`config.mk`:
```
export PLATFORM = sky130hd
export DESIGN_NAME = fetch_stage_flat
export DESIGN_NICKNAME = d
export VERILOG_FILES = /design/src/rtl/fetch_stage_if.sv /design/src/rtl/fetch_stage.sv /design/src/flat_wrapper.sv
export SDC_FILE = /design/constraint.sdc
export NUM_CORES = 1
export LEC_CHECK = 0
export ABC_AREA = 1
export BUFFER_PORTS_ARGS = -buffer_cell sky130_fd_sc_hd__buf_2
export CORE_MARGIN = 2
export CORE_UTILIZATION = 45
export DETAILED_ROUTE_END_ITERATION = 16
export GPL_ROUTABILITY_DRIVEN = 0
export MAX_ROUTING_LAYER = met4
export PLACE_DENSITY_LB_ADDON = 0.25
export SYNTH_ARGS = -nofsm -noshare
export SYNTH_HDL_FRONTEND = slang
export SYNTH_SLANG_ARGS = --single-unit
```
`constraint.sdc`:
```
create_clock -name clk -period 5.8 [get_ports clk]
set_input_delay 1.16 -clock clk [delete_from_list [all_inputs] [get_ports clk]]
set_output_delay 1.16 -clock clk [all_outputs]
set_load 0.01 [all_outputs]
```
`src/rtl/fetch_stage_if.sv`:
```
// Fetch-stage bus bundle: instruction-memory request/response, execute redirect
// and the valid/ready link into decode.
interface fetch_stage_if;
  logic        imem_req;
  logic [31:0] imem_addr;
  logic        imem_gnt;
  logic        imem_rvalid;
  logic [31:0] imem_rdata;
  logic        redirect_valid;
  logic [31:0] redirect_pc;
  logic        id_valid;
  logic        id_ready;
  logic [31:0] id_instr;
  logic [31:0] id_pc;
  logic [2:0]  id_sign_func;

  modport master (
    output imem_req, imem_addr,
    input  imem_gnt, imem_rvalid, imem_rdata,
    input  redirect_valid, redirect_pc,
    output id_valid, id_instr, id_pc, id_sign_func,
    input  id_ready
  );

  modport slave (
    input  imem_req, imem_addr,
    output imem_gnt, imem_rvalid, imem_rdata,
    output redirect_valid, redirect_pc,
    input  id_valid, id_instr, id_pc, id_sign_func,
    output id_ready
  );
endinterface

```
`src/rtl/fetch_stage.sv`:
```
// Instruction fetch stage: owns the PC, issues imem requests, buffers returned
// words with their PC and immediate-format pre-decode, and feeds decode.
module fetch_stage #(
  parameter logic [31:0] RESET_PC   = 32'h0000_0000,
  parameter int          FIFO_DEPTH = 2
) (
  input logic           clk,
  input logic           rst_n,
  fetch_stage_if.master bus
);
  localparam int          AW      = $clog2(FIFO_DEPTH);
  localparam int          CW      = $clog2(FIFO_DEPTH + 1);
  localparam logic [CW:0] DEPTH_C = (CW+1)'(FIFO_DEPTH);
  localparam logic [31:0] NOP     = 32'h0000_0013;

  logic [31:0]   pc, resp_pc, redirect_target;
  logic [CW-1:0] outstanding, drop, fifo_count;
  logic [AW-1:0] rd_ptr, wr_ptr;
  logic [31:0]   fifo_instr [FIFO_DEPTH];
  logic [31:0]   fifo_pc    [FIFO_DEPTH];
  logic [2:0]    fifo_sf    [FIFO_DEPTH];
  logic [31:0]   hold_instr, hold_pc;
  logic [2:0]    hold_sf;
  logic [CW:0]   occupancy;
  logic          issue, grant, push, pop, head_valid;

  function automatic logic [2:0] sign_func(input logic [6:0] opcode, input logic [2:0] funct3);
    logic [2:0] sf;
    sf = 3'b000;
    case (opcode)
      7'b0100011:             sf = 3'b111;
      7'b0110111, 7'b0010111: sf = 3'b001;
      7'b1101111:             sf = 3'b010;
      7'b1100011:             sf = 3'b011;
      7'b0010011:             if (funct3 == 3'b001 || funct3 == 3'b101) sf = 3'b100;
      default:                sf = 3'b000;
    endcase
    return sf;
  endfunction

  // Issue is capped so every granted word is guaranteed a FIFO slot on return.
  always_comb begin
    occupancy       = {1'b0, outstanding} + {1'b0, fifo_count};
    head_valid      = (fifo_count != '0);
    issue           = rst_n && !bus.redirect_valid && (occupancy < DEPTH_C);
    grant           = issue && bus.imem_gnt;
    push            = bus.imem_rvalid && !bus.redirect_valid && (drop == '0);
    pop             = head_valid && bus.id_ready && !bus.redirect_valid;
    redirect_target = bus.redirect_pc & 32'hFFFF_FFFC;
  end

  always_ff @(posedge clk or negedge rst_n) begin
    if (!rst_n) begin
      pc          <= RESET_PC;
      resp_pc     <= RESET_PC;
      outstanding <= '0;
      drop        <= '0;
      fifo_count  <= '0;
      rd_ptr      <= '0;
      wr_ptr      <= '0;
      hold_instr  <= NOP;
      hold_pc     <= '0;
      hold_sf     <= 3'b000;
    end else begin
      if (head_valid) begin
        hold_instr <= fifo_instr[rd_ptr];
        hold_pc    <= fifo_pc[rd_ptr];
        hold_sf    <= fifo_sf[rd_ptr];
      end
      if (bus.redirect_valid) begin
        // Everything still in flight after this edge belongs to the old path.
        pc          <= redirect_target;
        resp_pc     <= redirect_target;
        fifo_count  <= '0;
        rd_ptr      <= '0;
        wr_ptr      <= '0;
        outstanding <= outstanding - CW'(bus.imem_rvalid);
        drop        <= outstanding - CW'(bus.imem_rvalid);
      end else begin
        if (grant) pc <= pc + 32'd4;
        outstanding <= outstanding + CW'(grant) - CW'(bus.imem_rvalid);
        if (bus.imem_rvalid && drop != '0) drop <= drop - CW'(1);
        if (push) begin
          wr_ptr  <= wr_ptr + AW'(1);
          resp_pc <= resp_pc + 32'd4;
        end
        if (pop) rd_ptr <= rd_ptr + AW'(1);
        fifo_count <= fifo_count + CW'(push) - CW'(pop);
      end
    end
  end

  always_ff @(posedge clk) begin
    if (push) begin
      fifo_instr[wr_ptr] <= bus.imem_rdata;
      fifo_pc[wr_ptr]    <= resp_pc;
      fifo_sf[wr_ptr]    <= sign_func(bus.imem_rdata[6:0], bus.imem_rdata[14:12]);
    end
  end

  assign bus.imem_req     = issue;
  assign bus.imem_addr    = pc & 32'hFFFF_FFFC;
  assign bus.id_valid     = head_valid;
  assign bus.id_instr     = head_valid ? fifo_instr[rd_ptr] : hold_instr;
  assign bus.id_pc        = head_valid ? fifo_pc[rd_ptr]    : hold_pc;
  assign bus.id_sign_func = head_valid ? fifo_sf[rd_ptr]    : hold_sf;
endmodule

```
`src/flat_wrapper.sv`:
```
// flat-port wrapper written by rule: the top's interface ports become plain ports
module fetch_stage_flat 
#(
  parameter logic [31:0] RESET_PC   = 32'h0000_0000,
  parameter int          FIFO_DEPTH = 2
)
  (clk, rst_n, bus_imem_req, bus_imem_addr, bus_imem_gnt, bus_imem_rvalid, bus_imem_rdata, bus_redirect_valid, bus_redirect_pc, bus_id_valid, bus_id_instr, bus_id_pc, bus_id_sign_func, bus_id_ready);
  fetch_stage_if bus_i ();
  input logic clk;
  input logic rst_n;
  output wire logic [$bits(bus_i.imem_req)-1:0] bus_imem_req;
  output wire logic [$bits(bus_i.imem_addr)-1:0] bus_imem_addr;
  input wire logic [$bits(bus_i.imem_gnt)-1:0] bus_imem_gnt;
  input wire logic [$bits(bus_i.imem_rvalid)-1:0] bus_imem_rvalid;
  input wire logic [$bits(bus_i.imem_rdata)-1:0] bus_imem_rdata;
  input wire logic [$bits(bus_i.redirect_valid)-1:0] bus_redirect_valid;
  input wire logic [$bits(bus_i.redirect_pc)-1:0] bus_redirect_pc;
  output wire logic [$bits(bus_i.id_valid)-1:0] bus_id_valid;
  output wire logic [$bits(bus_i.id_instr)-1:0] bus_id_instr;
  output wire logic [$bits(bus_i.id_pc)-1:0] bus_id_pc;
  output wire logic [$bits(bus_i.id_sign_func)-1:0] bus_id_sign_func;
  input wire logic [$bits(bus_i.id_ready)-1:0] bus_id_ready;
  assign bus_imem_req = bus_i.imem_req;
  assign bus_imem_addr = bus_i.imem_addr;
  assign bus_i.imem_gnt = bus_imem_gnt;
  assign bus_i.imem_rvalid = bus_imem_rvalid;
  assign bus_i.imem_rdata = bus_imem_rdata;
  assign bus_i.redirect_valid = bus_redirect_valid;
  assign bus_i.redirect_pc = bus_redirect_pc;
  assign bus_id_valid = bus_i.id_valid;
  assign bus_id_instr = bus_i.id_instr;
  assign bus_id_pc = bus_i.id_pc;
  assign bus_id_sign_func = bus_i.id_sign_func;
  assign bus_i.id_ready = bus_id_ready;
  fetch_stage #(.RESET_PC(RESET_PC), .FIFO_DEPTH(FIFO_DEPTH)) u_core (.clk(clk), .rst_n(rst_n), .bus(bus_i));
endmodule
```
# == After elaboration in Yosys (flattened, before gate mapping) ==
# Memory sizes are Yosys's and may differ from the RTL's.
# Cells that the tools add are included.
# word_totals
register_bits,139
ramBits,134
in_bits,70
output_inout_bits,101
mem_count,3
# memory_table
memory,depth,width,read_ports,rd_ports_with_merged_regs,write_ports,line,source
u_core.fifo_instr,2,32,1,0,1,fetch_stage.sv:19,logic [31:0] fifo_instr [FIFO_DEPTH];
u_core.fifo_pc,2,32,1,0,1,fetch_stage.sv:20,logic [31:0] fifo_pc [FIFO_DEPTH];
u_core.fifo_sf,2,3,1,0,1,fetch_stage.sv:21,logic [2:0] fifo_sf [FIFO_DEPTH];
# op_classes
addsub,11
order_cmp,1
n_eq_ne,8
muxes,20
reduce_logical,18
# ops
operator,count
32-bit 2-to-1 mux,6
32-bit by 3-bit adder with 32-bit output (second input constant),2
3-bit one-hot mux with 5 select lines,1
7-bit by 5-bit equality test with 1-bit output (second input constant),2
7-bit by 6-bit equality test with 1-bit output (second input constant),2
7-bit equality test (second input constant),2
2-bit nonzero test,6
3-bit 2-to-1 mux,3
1-bit logical AND,8
2-bit 2-to-1 mux,4
1-bit 2-to-1 mux,6
2-bit by 1-bit subtractor with 2-bit output,3
2-bit by 1-bit adder with 2-bit output,2
2-bit by 2-bit adder with 3-bit output,1
3-bit by 1-bit equality test with 1-bit output (second input constant),1
3-bit equality test (second input constant),1
3-bit by 2-bit < comparator with 1-bit output (second input constant),1
1-bit adder (second input constant),2
2-bit logical NOT,1
2-bit OR reduction,1
2-bit by 1-bit subtractor with 2-bit output (second input constant),1
1-bit logical NOT,1
1-bit logical OR,1

# == Longest topological paths before layout ==
# logic_depth
depth_word,7
ltp_mapped,12
ltp_nobuf,11

# == Worst setup path before layout ==
# OpenSTA, ideal clock, no wires.
# synth_path
path_type,in2reg
from,input port bus_redirect_valid
to,"memory u_core.fifo_instr[0][0], enable pin"
setup_time_ps,489
arrival_time_ps,4225
setup_slack_ps,1086
cell_stages,4
n_path_buf,1
cell_sequence,buf_4 > inv_2 > nand2_2 > nor2_1
# synth_between
elab_chain_cells,5
# synth_rtl
item,line,source
from (decl),flat_wrapper.sv:16,input wire logic [$bits(bus_i.redirect_valid)-1:0] bus_redirect_valid;
1-bit logical NOT,fetch_stage.sv:47,push = bus.imem_rvalid && !bus.redirect_valid && (drop == '0);
1-bit logical AND (2 in series),fetch_stage.sv:47,
1-bit 2-to-1 mux,fetch_stage.sv:94,if (push) begin
1-bit 2-to-1 mux (implied by the code),fetch_stage.sv:95,fifo_instr[wr_ptr] <= bus.imem_rdata;
to (decl),fetch_stage.sv:19,
# Every way passes these cells.

# == Worst setup path in the final report ==
# layout_path
from,register u_core.fifo_count[1]
to,output port bus_id_pc[10]
# layout_between
elab_chain_cells,2
# layout_rtl
item,line,source
from (decl),fetch_stage.sv:17,"logic [CW-1:0] outstanding, drop, fifo_count;"
from (signal assigned),fetch_stage.sv:88,fifo_count <= fifo_count + CW'(push) - CW'(pop);
2-bit nonzero test,fetch_stage.sv:44,head_valid = (fifo_count != '0);
32-bit 2-to-1 mux,fetch_stage.sv:105,assign bus.id_pc = head_valid ? fifo_pc[rd_ptr] : hold_pc;
to (decl),flat_wrapper.sv:20,output wire logic [$bits(bus_i.id_pc)-1:0] bus_id_pc;
# Every way passes these cells.

==> results.md <==
* Max FO, Critical Path at between 40 and 50
* Combined area of all synthesized cells at between 10000 and 15000 um2
* Leading cell type in the layout, fill and taps excluded: sky130_fd_sc_hd__nand2_1
* Total power at roughly 0.0062 W
* Final count of pins violating max slew at 0
* Top Ports at between 150 and 200
* Total of flip-flops plus latches after synthesis at roughly 270
* Clock transition at the registers of the reported paths at roughly 60 ps
* Sort of element at the start of the critical path: register
* Share of cells above drive strength 1 at 0.190
* Critical Path Max Stage Delay at approximately 600 ps
* Highest routed metal layer: met4
* Leakage at between 6 and 7 nW
* Final Hold Vio Count at 0
* Post-synthesis mux area share at 0
* Vias in the first global route at approximately 9k
* Routed length on met1 at 13100 um
* Half-perimeter wire length after placement at around 19000 um
* Count of synthesis-stage warnings from yosys at 0
* Share of the synthesized netlist area taken by xor and xnor gates at 0.0118
* Required arrival time at the worst endpoint at around 4600 ps
* Number of placement rows at a little under 60
* Fraction of the mapped netlist area in simple logic gates at 0.223
* Clock insertion delay at the later pin of the skew report at about 540 ps
* Post-cts resize count at 0
* First DRT Iteration DRCs at a little under 600
* Number of detailed-route iterations in the first pass at 5
* Largest delay share family, worst path: buffers and inverters
* Final wirelength at between 20000 and 30000 um
* Worst reg2reg setup slack at between 3000 and 4000 ps
* Total number of vias at between 8k and 9k
* Combinational family with the most area after synthesis: simple AND/OR/NAND/NOR gates
* Final nets at around 1.5k
* Number of buffer and inverter instances along the worst setup path at 3
* Destination of the worst register-to-register timing path: u_core.fifo_count[1]
* Total stage count of the critical path at 6
* H-tree depth at 1
* X dimension of the die at 166 um
* Post-synthesis share of cell area spent on full adders, half adders and majority gates at 0.00906
* Clk sink count at around 270
* Post-Syn Area per Cell at between 9 and 10 um2
* Element type at the critical path end: primary output
* Routed length on met3 at 1550 um
* Final count of negative-setup-slack endpoints at 0
* Max frequency at ~270 MHz
* Critical path cell sequence: nor2_4, inv_2, buf_4, nor2_1, a21oi_1, buf_2
* Worst reg-to-reg path cell count at 10
* Number of instances in the synthesized netlist at around 1.3k
* CTS max path bufs at 3
* Overall track demand over capacity in global routing at 0.212
* Util after Layout at 0.538
* CP Data Arrival Time at roughly 2600 ps
* Area enclosed by the die boundary at between 20000 and 30000 um2
* Number of cells traversed by the worst hold path at 2
* Starting utilization of the core area at 0.457
* Number of setup buffers added after CTS at 0
* Peak VDD IR at approximately 290 uV
* Post-route clock period utilization at 0.648
* TritonCTS clock tree: built
* Status: completed
* Compound-gate portion of the synthesized area at 0.0870
* Routed met2 length at 13600 um
* CTS root buffer: sky130_fd_sc_hd__clkbuf_16
* Skew final at between 8 and 9 ps
* Layout filler cell count at roughly 2.4k
* Final TNS setup at 0 ps
* Diodes inserted at 0
* Post-synthesis to final-layout area growth at 17.6%
* Worst path slowest cell: sky130_fd_sc_hd__inv_2
* Yosys cell types at 38
* Global route total overflow at 0
* Std-Cell Core Area at between 20000 and 30000 um2
* Global-route wire length before repair at roughly 46000 um
* Seq/Total Area, Yosys at 0.614
* Count of nets left with antenna violations after detail routing at 0
* Die span in y at between 150 and 200 um
* Antenna violations before repair at 0
* Crit path capture: bus_id_pc[10]
* R2R Path Start: u_core.fifo_count[1]
* Port bufs at between 150 and 200
* Cts-stage hold buffer count at 0
* Largest net degree at the start of global routing at between 60 and 70
* Rel. slew slack at 0.256
* Final critical delay including setup and external delays at 3760 ps
* Setup CP Type: register to primary output
* Unrepaired setup endpoints after global routing: no
* Number of maximum-capacitance constraint violations at 0
* DRC violations left at 0
* Clock buffers created by TritonCTS at 29
* Actual slew at the worst max-slew pin at 1110 ps
* Commonest non-fill, non-tap cells in the layout: sky130_fd_sc_hd__nand2_1 (344), sky130_fd_sc_hd__buf_2 (165), sky130_fd_sc_hd__a21oi_1 (138), sky130_fd_sc_hd__nor2_1 (138), sky130_fd_sc_hd__dfrtp_1 (131)
* Vias/cell at ~5.1
* Path type of the worst min-delay path: register to register
* Power per cell area at 446 nW/um2
* WL per Instance at 16.2 um
* Start point of the critical path: u_core.fifo_count[1]
==> registers in the layout, indices dropped and copies added (netlist names), 3 cells and up <==
name and count:
u_core.fifo_instr 64, u_core.pc 30, u_core.hold_instr 32, u_core.hold_pc 32
u_core.fifo_pc 60, u_core.hold_sf 3, u_core.fifo_sf 6, u_core.resp_pc 30
==> worst min path at each step <==
stage,start,endpoint,slack [ps]
2_1_floorplan,u_core.resp_pc[22],u_core.fifo_pc[0][22],460
3_3_place_gp,u_core.hold_pc[1],u_core.hold_pc[1],470
3_5_place_dp,u_core.hold_pc[1],u_core.hold_pc[1],480
4_1_cts,u_core.hold_pc[1],u_core.hold_pc[1],490
5_1_grt,u_core.hold_pc[1],u_core.hold_pc[1],520
6_report,u_core.hold_pc[0],u_core.hold_pc[0],480
==> layout make-up <==
class	count	area, um2	area share
sequential	265	7290	0.522
multi-input combinational	829	3950	0.283
clock inverter	15	178	0.0127
tap	335	419	0.0300
inverter	118	443	0.0317
clock buffer	38	769	0.0551
timing repair buffer	175	917	0.0657
==> cell families (layout without fill, tap and decap cells) <==
group | count (synthesis) | after routing
compound gates | 194 | 194
buf+inv | 161 | 346
xor+xnor | 16 | 16
simple gates | 609 | 609
other cells | 1 | 2
fa+ha+maj | 8 | 8
flops | 265 | 265
==> report_power, final <==
| group | internal [W] | total, W | switching [W] |
|---|---|---|---|
| Combinational | 0.000603 | 0.00178 | 0.00117 |
| Clock | 0.00111 | 0.00183 | 0.000725 |
| Sequential | 0.00240 | 0.00261 | 0.000218 |
==> metrics by stage <==
| step | cell area [um2] | setup slack, ps | hold slack, ps | instances |
|---|---|---|---|---|
| after floorplan | 11900 | 1090 | 464 | 1255 |
| after global placement | 13000 | 2210 | 472 | 1722 |
| after detailed placement | 13000 | 2200 | 479 | 1722 |
| after CTS | 14000 | 2030 | 487 | 1775 |
| after global routing | 14000 | 1860 | 517 | 1775 |
| final | 14000 | 2040 | 485 | 1775 |
==> worst register-to-register path, stage by stage, from the launching register on <==
cell and delay (ps):
sky130_fd_sc_hd__dfrtp_1 460, sky130_fd_sc_hd__nor2_4 60, sky130_fd_sc_hd__inv_2 600, sky130_fd_sc_hd__buf_4 480, sky130_fd_sc_hd__nand2_1 200, sky130_fd_sc_hd__nor2_1 140
sky130_fd_sc_hd__ha_1 230, sky130_fd_sc_hd__inv_1 60, sky130_fd_sc_hd__ha_1 150, sky130_fd_sc_hd__xor2_1 160, sky130_fd_sc_hd__nor2_1 50
==> Yosys cell counts <==
cell type	count	area share
sky130_fd_sc_hd__nor2_8	4	0.0067
sky130_fd_sc_hd__o21bai_1	6	0.0038
sky130_fd_sc_hd__nor3_1	2	0.00084
sky130_fd_sc_hd__nand2_2	14	0.0074
sky130_fd_sc_hd__inv_2	5	0.0016
sky130_fd_sc_hd__nand4_2	1	0.0011
sky130_fd_sc_hd__and2_1	3	0.0016
sky130_fd_sc_hd__buf_6	1	0.00095
sky130_fd_sc_hd__buf_2	21	0.0089
sky130_fd_sc_hd__nor2_1	141	0.045
sky130_fd_sc_hd__nand2_4	3	0.0028
sky130_fd_sc_hd__o221ai_1	1	0.00074
sky130_fd_sc_hd__edfxtp_1	130	0.33
sky130_fd_sc_hd__o211ai_2	1	0.0011
sky130_fd_sc_hd__clkinv_1	4	0.0013
sky130_fd_sc_hd__clkbuf_1	15	0.0047
sky130_fd_sc_hd__fa_1	1	0.0017
sky130_fd_sc_hd__nand2_1	344	0.11
sky130_fd_sc_hd__nand3_2	1	0.00084
sky130_fd_sc_hd__ha_1	7	0.0074
sky130_fd_sc_hd__inv_1	109	0.034
sky130_fd_sc_hd__nand4_1	3	0.0016
sky130_fd_sc_hd__xor2_1	15	0.011
sky130_fd_sc_hd__buf_4	6	0.0038
sky130_fd_sc_hd__nand3_1	71	0.030
sky130_fd_sc_hd__a31oi_1	1	0.00053
sky130_fd_sc_hd__nand3b_1	2	0.0013
sky130_fd_sc_hd__o21ai_0	34	0.014
sky130_fd_sc_hd__nor2_4	11	0.010
sky130_fd_sc_hd__or2_2	1	0.00053
sky130_fd_sc_hd__conb_1	1	0.00032
sky130_fd_sc_hd__o311ai_0	2	0.0015
sky130_fd_sc_hd__a21oi_1	138	0.058
sky130_fd_sc_hd__dfstp_2	3	0.0066
sky130_fd_sc_hd__o211ai_1	11	0.0070
sky130_fd_sc_hd__dfrtp_1	132	0.28
sky130_fd_sc_hd__xnor2_1	1	0.00074
sky130_fd_sc_hd__nor2_2	8	0.0042
==> per-layer routing <==
| metal | GRT usage | vias to the layer above |
|---|---|---|
| li1 | - | 4422 |
| met1 | 0.285 | 4278 |
| met3 | 0.0264 | 46 |
| met2 | 0.344 | 243 |
| met5 | - | - |
| met4 | 0.0521 | 0 |
Power figures use the tool's default switching activity.
